==> config.mk <==
export PLATFORM = sky130hd
export DESIGN_NAME = pb_channel_seq_flat
export DESIGN_NICKNAME = d
export VERILOG_FILES = /design/src/rtl/pb_pkg.sv /design/src/rtl/pb_channel_seq_if.sv /design/src/rtl/pb_edge_det.sv /design/src/rtl/pb_channel_seq.sv /design/src/flat_wrapper.sv
export SDC_FILE = /design/constraint.sdc
export NUM_CORES = 1
export LEC_CHECK = 0
export ABC_CLOCK_PERIOD_IN_PS = 6100
export BUFFER_PORTS_ARGS = -buffer_cell sky130_fd_sc_hd__buf_2
export CAP_MARGIN = 0
export CORE_MARGIN = 1.5
export CORE_UTILIZATION = 60
export DETAILED_ROUTE_END_ITERATION = 16
export PLACE_DENSITY_LB_ADDON = 0.08
export SYNTH_ARGS = -nofsm -noshare
export SYNTH_HDL_FRONTEND = slang
export SYNTH_SLANG_ARGS = --single-unit
==> constraint.sdc <==
create_clock -name clk -period 6.1 [get_ports clk]
set_clock_uncertainty 0.15 [all_clocks]
set_input_delay 0.61 -clock clk [delete_from_list [all_inputs] [get_ports clk]]
set_output_delay 0.61 -clock clk [all_outputs]
set_load 0.005 [all_outputs]
==> src/rtl/pb_pkg.sv <==
// Shared types and defaults for the per-channel playback sequencer.
package pb_pkg;

   localparam int ADDR_W_DEF = 20;
   localparam int HP_W_DEF   = 20;
   // Smallest half period the prefetch pipeline can sustain without gaps.
   localparam int HP_MIN     = 2;

   typedef enum logic [1:0] {
      IDLE  = 2'd0,
      FETCH = 2'd1,
      PLAY  = 2'd2,
      DONE  = 2'd3
   } pb_state_e;

endpackage

==> src/rtl/pb_channel_seq_if.sv <==
// Control, RAM and debug signals of one playback channel.
//
// Signalling: there is no valid/ready handshake. write_addr, write_stop_addr,
// write_ram, write_hp and playback_en are level inputs whose rising edge is
// the event; the sequencer acts on an edge in the cycle it is seen. ram_we is
// a one-cycle write pulse. ram_rdata must hold mem[ram_addr] of the previous
// cycle (one-cycle synchronous read).
interface pb_channel_seq_if
   import pb_pkg::*;
#(
   parameter int ADDR_W = ADDR_W_DEF,
   parameter int HP_W   = HP_W_DEF
);
   logic              mode;
   logic              playback_en;
   logic              loop_pb;
   logic              din;
   logic              write_addr;
   logic              write_stop_addr;
   logic              write_ram;
   logic              write_hp;
   logic [ADDR_W-1:0] addr_in;

   logic [ADDR_W-1:0] ram_addr;
   logic              ram_we;
   logic              ram_wdata;
   logic              ram_rdata;

   logic              pb_out;
   logic              busy;
   logic              done;

   pb_state_e         state_dbg;
   logic [ADDR_W-1:0] wr_ptr_dbg;
   logic [ADDR_W-1:0] stop_addr_dbg;
   logic [HP_W-1:0]   hp_dbg;

   // The sequencer masters the RAM port and drives the playback outputs.
   modport master (
      input  mode, playback_en, loop_pb, din, write_addr, write_stop_addr,
             write_ram, write_hp, addr_in, ram_rdata,
      output ram_addr, ram_we, ram_wdata, pb_out, busy, done,
             state_dbg, wr_ptr_dbg, stop_addr_dbg, hp_dbg
   );

   // GPIO bridge plus RAM side.
   modport slave (
      output mode, playback_en, loop_pb, din, write_addr, write_stop_addr,
             write_ram, write_hp, addr_in, ram_rdata,
      input  ram_addr, ram_we, ram_wdata, pb_out, busy, done,
             state_dbg, wr_ptr_dbg, stop_addr_dbg, hp_dbg
   );

endinterface

==> src/rtl/pb_edge_det.sv <==
// Rising-edge detector for a bundle of level inputs.
module pb_edge_det #(
   parameter int W = 1
) (
   input  logic         clk,
   input  logic         rst,
   input  logic [W-1:0] sig_i,
   output logic [W-1:0] rise_o
);

   logic [W-1:0] prev_q;

   // Remember last cycle's levels.
   always_ff @(posedge clk) begin
      if (rst) prev_q <= '0;
      else     prev_q <= sig_i;
   end

   assign rise_o = sig_i & ~prev_q;

endmodule

==> src/rtl/pb_channel_seq.sv <==
// Per-channel playback sequencer: config/RAM load in IDLE with mode=1,
// pattern playback from address 0 to stop_addr with mode=0.
module pb_channel_seq
   import pb_pkg::*;
#(
   parameter int ADDR_W     = ADDR_W_DEF,
   parameter int HP_W       = HP_W_DEF,
   parameter int HP_DEFAULT = 2
) (
   input logic              clk,
   input logic              rst,
   pb_channel_seq_if.master bus
);

   logic [4:0]        strobe_raw, strobe_rise;
   logic              pb_rise, wa_rise, ws_rise, wr_rise, wh_rise;

   pb_state_e         state_q;
   logic              fetch_wait_q, wrap_q;
   logic [ADDR_W-1:0] rd_ptr_q, wr_ptr_q, stop_addr_q, ram_addr_q;
   logic [HP_W-1:0]   hp_cnt_q, half_period_q;
   logic              ram_we_q, ram_wdata_q, pb_out_q, busy_q, done_q;

   logic              cfg_en, abort, at_last_cnt, pf_wrap_d;
   logic [ADDR_W-1:0] wr_addr_d, pf_base_d, pf_addr_d;
   logic [HP_W-1:0]   hp_in, hp_clamp_d, hp_cnt_d, hp_m1, hp_m2;

   assign strobe_raw = {bus.write_hp, bus.write_ram, bus.write_stop_addr,
                        bus.write_addr, bus.playback_en};

   pb_edge_det #(.W(5)) u_edge (
      .clk    (clk),
      .rst    (rst),
      .sig_i  (strobe_raw),
      .rise_o (strobe_rise)
   );

   assign {wh_rise, wr_rise, ws_rise, wa_rise, pb_rise} = strobe_rise;

   assign cfg_en = bus.mode && (state_q == IDLE);
   assign abort  = !bus.playback_en || bus.mode;

   // A write_addr edge in the same cycle as a write_ram edge redirects the write.
   assign wr_addr_d  = wa_rise ? bus.addr_in : wr_ptr_q;
   assign hp_in      = bus.addr_in[HP_W-1:0];
   assign hp_clamp_d = (hp_in < HP_W'(HP_MIN)) ? HP_W'(HP_MIN) : hp_in;

   assign hp_m1       = half_period_q - HP_W'(1);
   assign hp_m2       = half_period_q - HP_W'(2);
   assign at_last_cnt = (hp_cnt_q == hp_m1);
   assign hp_cnt_d    = hp_cnt_q + HP_W'(1);

   // Prefetch address for the bit after the one being held. At a bit boundary
   // the new current address is the one already sitting on ram_addr. The wrap
   // decision is latched with the prefetch so the boundary stays consistent
   // with the data that was actually fetched.
   assign pf_base_d = (state_q == PLAY && at_last_cnt) ? ram_addr_q : rd_ptr_q;
   assign pf_wrap_d = bus.loop_pb && (pf_base_d == stop_addr_q);
   assign pf_addr_d = pf_wrap_d ? '0 : pf_base_d + ADDR_W'(1);

   // Config registers, RAM write pulse and playback FSM with registered outputs.
   always_ff @(posedge clk) begin
      if (rst) begin
         state_q       <= IDLE;
         fetch_wait_q  <= 1'b0;
         wrap_q        <= 1'b0;
         rd_ptr_q      <= '0;
         wr_ptr_q      <= '0;
         stop_addr_q   <= '0;
         ram_addr_q    <= '0;
         hp_cnt_q      <= '0;
         half_period_q <= HP_W'(HP_DEFAULT);
         ram_we_q      <= 1'b0;
         ram_wdata_q   <= 1'b0;
         pb_out_q      <= 1'b0;
         busy_q        <= 1'b0;
         done_q        <= 1'b0;
      end else begin
         ram_we_q <= 1'b0;
         if (cfg_en) begin
            if (wa_rise) wr_ptr_q      <= bus.addr_in;
            if (ws_rise) stop_addr_q   <= bus.addr_in;
            if (wh_rise) half_period_q <= hp_clamp_d;
            if (wr_rise) begin
               ram_we_q    <= 1'b1;
               ram_addr_q  <= wr_addr_d;
               ram_wdata_q <= bus.din;
               wr_ptr_q    <= wr_addr_d + ADDR_W'(1);
            end
         end
         case (state_q)
            IDLE: begin
               if (pb_rise && !bus.mode) begin
                  state_q      <= FETCH;
                  fetch_wait_q <= 1'b0;
                  rd_ptr_q     <= '0;
                  ram_addr_q   <= '0;
                  busy_q       <= 1'b1;
                  done_q       <= 1'b0;
                  pb_out_q     <= 1'b0;
               end
            end
            FETCH: begin
               if (abort) begin
                  state_q  <= IDLE;
                  pb_out_q <= 1'b0;
                  busy_q   <= 1'b0;
                  done_q   <= 1'b0;
               end else if (!fetch_wait_q) begin
                  // Address 0 is on the RAM port this cycle; data arrives next.
                  fetch_wait_q <= 1'b1;
               end else begin
                  pb_out_q <= bus.ram_rdata;
                  hp_cnt_q <= '0;
                  state_q  <= PLAY;
                  if (hp_m2 == '0) begin
                     ram_addr_q <= pf_addr_d;
                     wrap_q     <= pf_wrap_d;
                  end
               end
            end
            PLAY: begin
               if (abort) begin
                  state_q  <= IDLE;
                  pb_out_q <= 1'b0;
                  busy_q   <= 1'b0;
                  done_q   <= 1'b0;
               end else if (at_last_cnt) begin
                  if ((rd_ptr_q == stop_addr_q) && !wrap_q) begin
                     state_q  <= DONE;
                     pb_out_q <= 1'b0;
                     busy_q   <= 1'b0;
                     done_q   <= 1'b1;
                  end else begin
                     pb_out_q <= bus.ram_rdata;
                     rd_ptr_q <= ram_addr_q;
                     hp_cnt_q <= '0;
                     if (hp_m2 == '0) begin
                        ram_addr_q <= pf_addr_d;
                        wrap_q     <= pf_wrap_d;
                     end
                  end
               end else begin
                  hp_cnt_q <= hp_cnt_d;
                  if (hp_cnt_d == hp_m2) begin
                     ram_addr_q <= pf_addr_d;
                     wrap_q     <= pf_wrap_d;
                  end
               end
            end
            DONE: begin
               if (!bus.playback_en) begin
                  state_q <= IDLE;
                  done_q  <= 1'b0;
               end
            end
            default: state_q <= IDLE;
         endcase
      end
   end

   assign bus.ram_addr      = ram_addr_q;
   assign bus.ram_we        = ram_we_q;
   assign bus.ram_wdata     = ram_wdata_q;
   assign bus.pb_out        = pb_out_q;
   assign bus.busy          = busy_q;
   assign bus.done          = done_q;
   assign bus.state_dbg     = state_q;
   assign bus.wr_ptr_dbg    = wr_ptr_q;
   assign bus.stop_addr_dbg = stop_addr_q;
   assign bus.hp_dbg        = half_period_q;

endmodule

==> src/flat_wrapper.sv <==
// flat-port wrapper written by rule: the top's interface ports become plain ports
module pb_channel_seq_flat import pb_pkg::*;
#(
   parameter int ADDR_W     = ADDR_W_DEF,
   parameter int HP_W       = HP_W_DEF,
   parameter int HP_DEFAULT = 2
)
  (clk, rst, bus_mode, bus_playback_en, bus_loop_pb, bus_din, bus_write_addr, bus_write_stop_addr, bus_write_ram, bus_write_hp, bus_addr_in, bus_ram_rdata, bus_ram_addr, bus_ram_we, bus_ram_wdata, bus_pb_out, bus_busy, bus_done, bus_state_dbg, bus_wr_ptr_dbg, bus_stop_addr_dbg, bus_hp_dbg);
  pb_channel_seq_if #(.ADDR_W(ADDR_W), .HP_W(HP_W)) bus_i ();
  input logic clk;
  input logic rst;
  input wire logic [$bits(bus_i.mode)-1:0] bus_mode;
  input wire logic [$bits(bus_i.playback_en)-1:0] bus_playback_en;
  input wire logic [$bits(bus_i.loop_pb)-1:0] bus_loop_pb;
  input wire logic [$bits(bus_i.din)-1:0] bus_din;
  input wire logic [$bits(bus_i.write_addr)-1:0] bus_write_addr;
  input wire logic [$bits(bus_i.write_stop_addr)-1:0] bus_write_stop_addr;
  input wire logic [$bits(bus_i.write_ram)-1:0] bus_write_ram;
  input wire logic [$bits(bus_i.write_hp)-1:0] bus_write_hp;
  input wire logic [$bits(bus_i.addr_in)-1:0] bus_addr_in;
  input wire logic [$bits(bus_i.ram_rdata)-1:0] bus_ram_rdata;
  output wire logic [$bits(bus_i.ram_addr)-1:0] bus_ram_addr;
  output wire logic [$bits(bus_i.ram_we)-1:0] bus_ram_we;
  output wire logic [$bits(bus_i.ram_wdata)-1:0] bus_ram_wdata;
  output wire logic [$bits(bus_i.pb_out)-1:0] bus_pb_out;
  output wire logic [$bits(bus_i.busy)-1:0] bus_busy;
  output wire logic [$bits(bus_i.done)-1:0] bus_done;
  output wire logic [$bits(bus_i.state_dbg)-1:0] bus_state_dbg;
  output wire logic [$bits(bus_i.wr_ptr_dbg)-1:0] bus_wr_ptr_dbg;
  output wire logic [$bits(bus_i.stop_addr_dbg)-1:0] bus_stop_addr_dbg;
  output wire logic [$bits(bus_i.hp_dbg)-1:0] bus_hp_dbg;
  assign bus_i.mode = bus_mode;
  assign bus_i.playback_en = bus_playback_en;
  assign bus_i.loop_pb = bus_loop_pb;
  assign bus_i.din = bus_din;
  assign bus_i.write_addr = bus_write_addr;
  assign bus_i.write_stop_addr = bus_write_stop_addr;
  assign bus_i.write_ram = bus_write_ram;
  assign bus_i.write_hp = bus_write_hp;
  assign bus_i.addr_in = bus_addr_in;
  assign bus_i.ram_rdata = bus_ram_rdata;
  assign bus_ram_addr = bus_i.ram_addr;
  assign bus_ram_we = bus_i.ram_we;
  assign bus_ram_wdata = bus_i.ram_wdata;
  assign bus_pb_out = bus_i.pb_out;
  assign bus_busy = bus_i.busy;
  assign bus_done = bus_i.done;
  assign bus_state_dbg = bus_i.state_dbg;
  assign bus_wr_ptr_dbg = bus_i.wr_ptr_dbg;
  assign bus_stop_addr_dbg = bus_i.stop_addr_dbg;
  assign bus_hp_dbg = bus_i.hp_dbg;
  pb_channel_seq #(.ADDR_W(ADDR_W), .HP_W(HP_W), .HP_DEFAULT(HP_DEFAULT)) u_core (.clk(clk), .rst(rst), .bus(bus_i));
endmodule
# Word-level counts from Yosys, hierarchy flattened
# Cells that the tools add are included.
dict set report totals {
  output_inout_bits 87
  register_bits 134
  word_cells 135
  input_bits 31
}
dict set report classes {
  mux 64
  addsub 5
  n_lt_le_gt_ge 1
  n_reduce_logical 27
  bitwise 3
  eq_ne 20
}
# operator count
set op_table {}
lappend op_table {{two-way mux 20 bit} 24}
lappend op_table {{== test 20 bit} 4}
lappend op_table {{one-hot mux 20 bit (2 select lines)} 2}
lappend op_table {{adder 20 x 1 -> 20 bit (second input constant)} 3}
lappend op_table {{one-hot mux 20 bit (3 select lines)} 1}
lappend op_table {{AND reduction 5 bit} 5}
lappend op_table {{two-way mux 1 bit} 24}
lappend op_table {{zero test 20 bit} 1}
lappend op_table {{< comparator 20 x 2 -> 1 bit (second input constant)} 1}
lappend op_table {{subtractor 20 x 1 -> 20 bit (second input constant)} 1}
lappend op_table {{subtractor 20 x 2 -> 20 bit (second input constant)} 1}
lappend op_table {{two-way mux 2 bit} 7}
lappend op_table {{inequality test 2 bit (second input constant)} 5}
lappend op_table {{one-hot mux 2 bit (4 select lines)} 1}
lappend op_table {{inequality test 2 x 1 -> 1 bit (second input constant)} 3}
lappend op_table {{inequality test 3 x 1 -> 1 bit (second input constant)} 2}
lappend op_table {{inequality test 3 x 2 -> 1 bit (second input constant)} 2}
lappend op_table {{one-hot mux 1 bit (3 select lines)} 2}
lappend op_table {{AND reduction 2 bit} 3}
lappend op_table {{AND reduction 6 bit} 1}
lappend op_table {{nonzero test 2 bit} 3}
lappend op_table {{bitwise AND 5 bit} 1}
lappend op_table {{logical AND 1 bit} 5}
lappend op_table {{inverter 5 bit} 1}
lappend op_table {{13 further kinds} 17}

# Depth between registers and ports, before layout
# Gate-level depths: netlist (run 1).
dict set report depth {
  word_depth 12
  mapped_depth 24
  depth_no_buf 20
}

# Hierarchy
# Synthesis (run 1) repeated with hierarchy kept, for this count alone.
dict set report unflattened {
  cells_unflattened 1414
  area_unflattened_um2 10242.3
}
# mod instances area_each_um2 cells_each seq_area_each_um2
set by_module_without_submodules {}
lappend by_module_without_submodules {pb_channel_seq 1 10079.7 1399 2582.5}
lappend by_module_without_submodules {pb_edge_det 1 162.7 15 100.1}

# Worst setup path before layout (run 1)
# OpenSTA, ideal clock, no wires.
dict set report synth_path {
  path_type {register to register}
  startpoint {register u_core.half_period_q[1], in the netlist u_core.bus.hp_dbg[1]}
  endpoint {register u_core.ram_addr_q[18], in the netlist u_core.bus.ram_addr[18]}
  t_arrival_ps 4609
  path_stages_with_launch 23
  synth_period_minus_slack_ps 4846
  path_buffers 3
  required_ps 5863
  setup_slack_ps 1254
  setup_ps 87
  path_cell_list {dfxtp_1 -> inv_1 -> ha_1 -> clkbuf_1 -> nor2b_1 -> nand4_1 -> or3_1 -> a222oi_1 -> nand2_1 -> nor2_1 -> buf_2 -> buf_2 -> a21o_1 -> ha_1 -> nand3_1 -> nor2_1 -> and2_1 -> nand2b_1 -> nor4_1 -> nor2_1 -> nor3_1 -> xor2_1 -> o31ai_1}
}
dict set report synth_via {
  elab_chain_cells 12
  word_cells_on_any_way 19
  cone_classes {add/sub: 3; eq/ne: 3; mux: 10; reduce/logical: 3}
}
# element line
set synth_rtl {}
lappend synth_rtl {{start: declaration} pb_channel_seq.sv:21} ;# logic [HP_W-1:0] hp_cnt_q, half_period_q;
lappend synth_rtl {{start signal: assignment} pb_channel_seq.sv:72} ;# half_period_q <= HP_W'(HP_DEFAULT);
lappend synth_rtl {{start signal: assignment} pb_channel_seq.sv:83} ;# if (wh_rise) half_period_q <= hp_clamp_d;
lappend synth_rtl {{branches (longest 11 deep; another with subtractor 20 x 1 -> 20 bit)} -}
lappend synth_rtl {{one-hot mux 20 bit (3 select lines) (*)} pb_channel_seq.sv:91} ;# case (state_q)
lappend synth_rtl {{end signal: assignment} pb_channel_seq.sv:86} ;# ram_addr_q <= wr_addr_d;
lappend synth_rtl {{end signal: assignment} pb_channel_seq.sv:139} ;# ram_addr_q <= pf_addr_d;
lappend synth_rtl {{end signal: assignment} pb_channel_seq.sv:146} ;# ram_addr_q <= pf_addr_d;
lappend synth_rtl {{end: declaration} pb_channel_seq.sv:20} ;# logic [ADDR_W-1:0] rd_ptr_q, wr_ptr_q, stop_addr_q, ram_addr_q;
# Mark *: on every way between the ends.
# A chain may end at the register's enable or synchronous reset.

# Worst setup path after layout (run 1)
dict set report layout_path {
  startpoint {register u_core.half_period_q[1], in the netlist u_core.bus.hp_dbg[1]}
  endpoint {register u_core.ram_addr_q[0], in the netlist u_core.bus.ram_addr[0]}
}
# Same word-level chain as after synthesis.

==> results of run 1 <==
-- cell type report --
cell class	instances	area [um^2]
clock buffer	18	429
clock inverter	14	168
fill	1371	4890
inverter	35	131
multi-input combinational	1118	6780
sequential	134	2680
tap	216	270
timing repair buffer	132	701
-- per-stage QoR --
step / instance area, um^2 / hold WS, ns / instances / worst slack (ns) / power, mW
after global placement: 10600 / 0.295 / 1635 / 0.875 / 1.46
after global routing: 11200 / 0.276 / 1667 / 0.109 / 2.60
after detailed placement: 10600 / 0.304 / 1635 / 0.601 / 1.46
final: 11200 / 0.267 / 1667 / 0.586 / 2.53
after CTS: 11200 / 0.265 / 1667 / 0.597 / 2.51
after floorplan: 9940 / 0.296 / 1377 / 1.25 / 1.29
-- worst reg2reg max path, delay by kind of cell, from the launching register on --
| kind | cells | cell delay (ns) |
|---|---|---|
| AOI/OAI and AO/OA | 4 | 1.70 |
| DFF | 1 | 0.38 |
| adders and majority gates | 1 | 0.33 |
| buffers and inverters | 2 | 0.42 |
| and+or+nand+nor | 6 | 2.37 |
-- power by group --
part	total, mW	internal [mW]	leakage [nW]	switching [mW]
logic	0.505	0.175	2.96	0.330
registers	0.963	0.904	1.09	0.0593
clock network	1.06	0.616	0.292	0.445
total	2.53	1.70	4.34	0.834
-- cell usage after synthesis (20+ instances only) --
library cell,number
a22oi_1,23
a31oi_1,22
o21ai_0,64
and3_1,23
nor4_1,22
xnor2_1,59
nor2_1,102
inv_1,35
nor3_1,29
nor2b_1,20
nand2_1,206
xor2_1,46
clkbuf_1,73
nand3_1,60
a21oi_1,131
nand4_1,30
dfxtp_1,134
nand2b_1,24
-- sequential cells by signal, indices dropped and copies added, names as in the netlist, 2 cells and up --
register,count
u_core.bus.hp_dbg,20
u_core.bus.ram_addr,20
u_core.bus.state_dbg,2
u_core.bus.stop_addr_dbg,20
u_core.bus.wr_ptr_dbg,20
u_core.hp_cnt_q,20
u_core.rd_ptr_q,20
u_core.u_edge.prev_q,5
-- final timing paths --
| path | depth (start not counted) | to | slack [ns] | start |
|---|---|---|---|---|
| max | 13 | u_core.bus.ram_addr[0] | 0.59 | u_core.bus.hp_dbg[1] |
| min | 2 | u_core.u_edge.prev_q[3] | 0.27 | bus_write_ram |
| max reg2reg | 13 | u_core.bus.ram_addr[0] | 0.59 | u_core.bus.hp_dbg[1] |
| min reg2reg | 2 | u_core.bus.busy | 0.32 | u_core.bus.busy |
-- cell families after synthesis --
family | count (synthesis)
fa+ha+maj | 11
mux | 20
buf+inv | 125
flops | 134
xor+xnor | 109
compound gates | 359
simple gates | 619
-- layer usage --
| layer | global-route usage, % | up-vias | part of all wire, % |
|---|---|---|---|
| met3 | 8.68 | 119 | 11 |
| met4 | 20.9 | 0 | 4.7 |
| met5 | 0 | - | 0 |
| met1 | 55.4 | 5182 | 39 |
| met2 | 64.5 | 778 | 45 |
| li1 | - | 5118 | - |
==> out/qor.csv, run 1 <==
metric,value,unit
total CTS buffers,17,
final-stage net count,1480,
synth top area cells,"dfxtp_1 27%, nand2_1 7.8%, a21oi_1 6.6%",
Sink Count,134,
main combinational cell family by area after synthesis,simple AND/OR/NAND/NOR gates,
Worst path max stage delay,0.80,ns
"slowest stage cell, crit path",o31ai_4,
number of vias per cell,6.72,
area share of fa/ha/maj cells after synthesis,1.38,%
cell taking the most area after synthesis,dfxtp_1,
Final setup viols,0,
DR vias,11197,
Port Buf Inserts,117,
"Slew Viols, Final",0,
"most common cell after layout, fill and taps aside",nand2_1,
critical path required time,6.21,ns
Peak VDD IR,205,uV
buffer count from post-CTS setup fixing,0,
largest net degree at the start of global routing,107,
# rows,46,
number of global-route vias before repair,10018,
IO Pins,118,
fraction of layout cells with a size suffix above 1,13.2,%
signal arrival time at the worst endpoint,5.62,ns
ant diodes,0,
max cap viols,0,
Synth Area in Compound Gates,22.6,%
global route overflow,0,
GP Congestion,0.995,
"Clk Latency, worst-skew pair",0.43,ns
"Area growth, synth to finish",12.3,%
die area,17300,um^2
Resized cells post-CTS,0,
ys flop type,dfxtp_1,
RSZ-0062 raised after global routing,false,
First DRT Iteration DRCs,1341,
Highest Clock Rate,0.181,GHz
Slew @ Worst Pin,1.23,ns
synthesized cell area,9940,um^2
CTS hold repair buffers,0,
starting density of the core,61.9,%
CP Cell Sequence,"inv_1, ha_1, nor2b_1, nand4_1, or3_1, a222oi_1, nand2_1, nor2_1, buf_4, o21ai_0, or4_4, o31ai_4, o22ai_1",
Power Dens Cells,227,nW/um^2
Die Y-Extent,132,um
asr flop ratio synth,0,%
Post-Syn Nets,1419,
"flops & latches, synth",134,
DRC,0,
crit path capture type,flip-flop,
die span in x,132,um
"commonest non-fill, non-tap cells in the layout","206 x nand2_1, 134 x dfxtp_1, 131 x a21oi_1",
crit start category,flip-flop,
status,"finished, final reports clean",
crit path time final,5.51,ns
Post-synth EDFFs,0,
synth unique cells,78,
post-DP HPWL,27100,um
Fin Setup TNS,0,ns
Hold Fails Final Rpt,0,
CTS tree,done,
deepest clock path buffer count,2,
Crit path max-delay family,simple AND/OR/NAND/NOR gates,
Syn Inst Count,1377,
GRT Resource Usage Total,41.8,%
worst min path class,input port to flip-flop,
syn_area_per_cell,7.22,um^2
Setup CP Type,flip-flop to flip-flop,
Worst-path clk slew,0.07,ns
mux cell area share after synthesis,2.08,%
period utilization,90.4,%
core area,16100,um^2
Slew HR,18.0,%
1st-pass router iterations,6,
first-pass GRT wire length,56700,um
Synth top area share,27.0,%
WL per Instance,22.3,um
antenna violations before repair,0,
simple-gate area share of the yosys netlist,31.7,%
final WL,37200,um
Static Leak,4.34,nW
xor/xnor share of the synthesized area,10.2,%
end-of-flow core utilization,69.5,%
Ys Warns,0,
H-tree lvl count,4,
Final ANT Viol Nets,0,
CTS root buf,clkbuf_16,
register area share after synthesis,27.0,%
Worst Path Buf+Inv,2,
CP max FO,20,
Power figures use the tool's default switching activity.
==> inputs of run 2 (changes only) <==
ABC_AREA = 1   (was default)
CORE_ASPECT_RATIO = 1.25   (was default)
CORE_UTILIZATION = 61   (was 60)
REMOVE_ABC_BUFFERS = 1   (was default)
==> run 2 against run 1 <==
  * Wire length up 8.4%
  * Core utilization hardly changed
  * Non-clock buffer count up 4
  * Maximum frequency grew 8.0%
  * Worst setup slack better by 0.41 ns
  * Worst hold slack worse by 0.014 ns
  * Synthesized area increased by 9.5%
  * Register-to-register slack improved by 0.41 ns
  * Final area up 9.0%
  * Global-route usage increased by 1.7 points
  * Synthesized cell count rose by 34%
  * Cell count increased by 29%
  * Critical path type unchanged
  * Largest cell class unchanged
  * Largest power group is now combinational logic
==> out/qor.csv, run 2 <==
metric,value,unit
WHS,0.252,ns
number of global-route vias before repair,12316,
ys flop type,dfxtp_1,
Post-synth EDFFs,0,
"most common cell after layout, fill and taps aside",nand2_1,
fraction of layout cells with a size suffix above 1,12.0,%
crit path capture type,flip-flop,
synth unique cells,46,
DRC,0,
Setup CP Type,flip-flop to flip-flop,
First DRT Iteration DRCs,1543,
Die Y-Extent,152,um
cell with the most instances after synthesis,nand2_1,
worst min path class,input port to flip-flop,
DR vias,13250,
Slew @ Worst Pin,1.10,ns
CTS hold repair buffers,0,
"Slew Viols, Final",0,
WL per Instance,18.8,um
crit start category,flip-flop,
total CTS buffers,17,
"Area growth, synth to finish",11.8,%
largest net degree at the start of global routing,61,
Synth top area share,24.6,%
Ys Warns,0,
first-pass GRT wire length,63300,um
core area,17500,um^2
period utilization,83.7,%
global route overflow,0,
die area,18700,um^2
max cap viols,0,
"flops & latches, synth",134,
final worst slack,0.994,ns
Hold Fails Final Rpt,0,
Peak VDD IR,366,uV
CTS root buf,clkbuf_16,
synthesized cell area,10900,um^2
Power Dens Cells,399,nW/um^2
Highest Clock Rate,0.196,GHz
RSZ-0062 raised after global routing,false,
Final setup viols,0,
Static Leak,5.79,nW
Resized cells post-CTS,0,
number of vias per cell,6.16,
buffer count from post-CTS setup fixing,0,
end-of-flow core utilization,69.5,%
filler instances,1605,
synth cell count leaders,"483 x nand2_1, 213 x a21oi_1, 210 x inv_1",
CP max FO,32,
Port Buf Inserts,117,
syn_area_per_cell,5.91,um^2
final WL,40300,um
critical path required time,6.25,ns
dpl cells,2118,
1st-pass router iterations,6,
fin cells,2151,
Final Cell Area,12200,um^2
GRT Resource Usage Total,43.4,%
die span in x,122,um
DP Area,11600,um^2
starting density of the core,62.2,%
synth top area cells,"dfxtp_1 25%, nand2_1 17%, a21oi_1 9.8%",
H-tree lvl count,4,
FF+latch area,2680,um^2
multi-input logic area,7070,um^2
Final ANT Viol Nets,0,
status,"finished, final reports clean",
# rows,54,
"Clk Latency, worst-skew pair",0.43,ns
deepest clock path buffer count,2,
Fin Setup TNS,0,ns
total power,4.86,mW
antenna violations before repair,2,
signal arrival time at the worst endpoint,5.25,ns
post-place setup slack,1.15,ns
CTS tree,done,
GP Congestion,1.03,
Sink Count,134,
final-stage net count,1955,
post-DP HPWL,30200,um
asr flop ratio synth,0,%
"commonest non-fill, non-tap cells in the layout","483 x nand2_1, 213 x a21oi_1, 210 x inv_1",
IO Pins,118,
Worst-path clk slew,0.06,ns
Syn Inst Count,1841,
crit path time final,5.11,ns
cell taking the most area after synthesis,dfxtp_1,
Slew HR,26.6,%
register area share after synthesis,24.6,%
==> run 2: changes by cell type in the layout (fill, tap and decap cells not counted), moves of 40 or more <==
| cell | previous run | this run |
|---|---|---|
| nand2_1 | 206 | 483 |
| inv_1 | 35 | 210 |
| nand3_1 | 60 | 145 |
| a21oi_1 | 131 | 213 |
| nor2_1 | 102 | 157 |
| o21ai_0 | 64 | 118 |
| xnor2_1 | 59 | 19 |
==> run 2: power breakdown <==
| group | switching (mW) | internal (mW) | leakage [nW] |
|---|---|---|---|
| clock | 0.437 | 0.659 | 0.287 |
| sequential | 0.250 | 1.06 | 1.10 |
| combinational | 1.70 | 0.760 | 4.41 |
==> run 2: kinds of logic after synthesis <==
group	Yosys count	share of synthesized area (%)
AOI/OAI and AO/OA	380	18.4
buffers and inverters	296	10.7
DFF	134	24.6
and+or+nand+nor	935	38.1
xor gates and xnor gates	85	6.84
adders and majority gates	11	1.26
==> run 2: worst max-delay path, cell delays in order, from the launching register on <==
cell      delay (ns)
dfxtp_1         0.39
inv_1           0.14
ha_1            0.34
nand2_2         0.19
nor2_4          0.27
nand3_1         0.10
nand2_1         0.10
nor2_1          0.08
nor2_1          0.18
nand3b_1        0.18
nor2_4          0.69
nand3_1         0.21
nand2_1         0.24
nand2_1         0.09
nand2_1         0.07
nand3_1         0.08
nor2_1          0.13
nand3_2         0.55
nand3_1         0.24
o21ai_1         0.13
nand2_1         0.09
nand2_1         0.07
nand2_1         0.07
nand2_1         0.05
nand2_1         0.05
a21oi_1         0.08
==> run 2: per-layer routing <==
metal | GRT usage [%] | routed length (um)
met1 | 49.3 | 14300
met2 | 74.9 | 19600
met3 | 7.37 | 3520
met4 | 26.2 | 2920
met5 | 0 | 0
==> run 2: area by class of cell <==
type | instances | share of cell area [%]
Antenna cell | 1 | 0.0206
Clock buffer | 19 | 3.64
Clock inverter | 13 | 1.39
Inverter | 213 | 6.57
Multi-Input combinational cell | 1411 | 58.1
Sequential cell | 134 | 22.0
Tap cell | 224 | 2.30
Timing Repair Buffer | 136 | 5.98
==> run 2: final timing paths <==
kind,start,to,slack (ns),cells after the start
hold / removal,bus_write_ram,u_core.u_edge.prev_q[3],0.25,3
setup / recovery,u_core.bus.hp_dbg[1],u_core.bus.ram_addr[5],0.99,25
setup reg to reg,u_core.bus.hp_dbg[1],u_core.bus.ram_addr[5],0.99,25
hold reg to reg,u_core.bus.pb_out,u_core.bus.pb_out,0.32,2
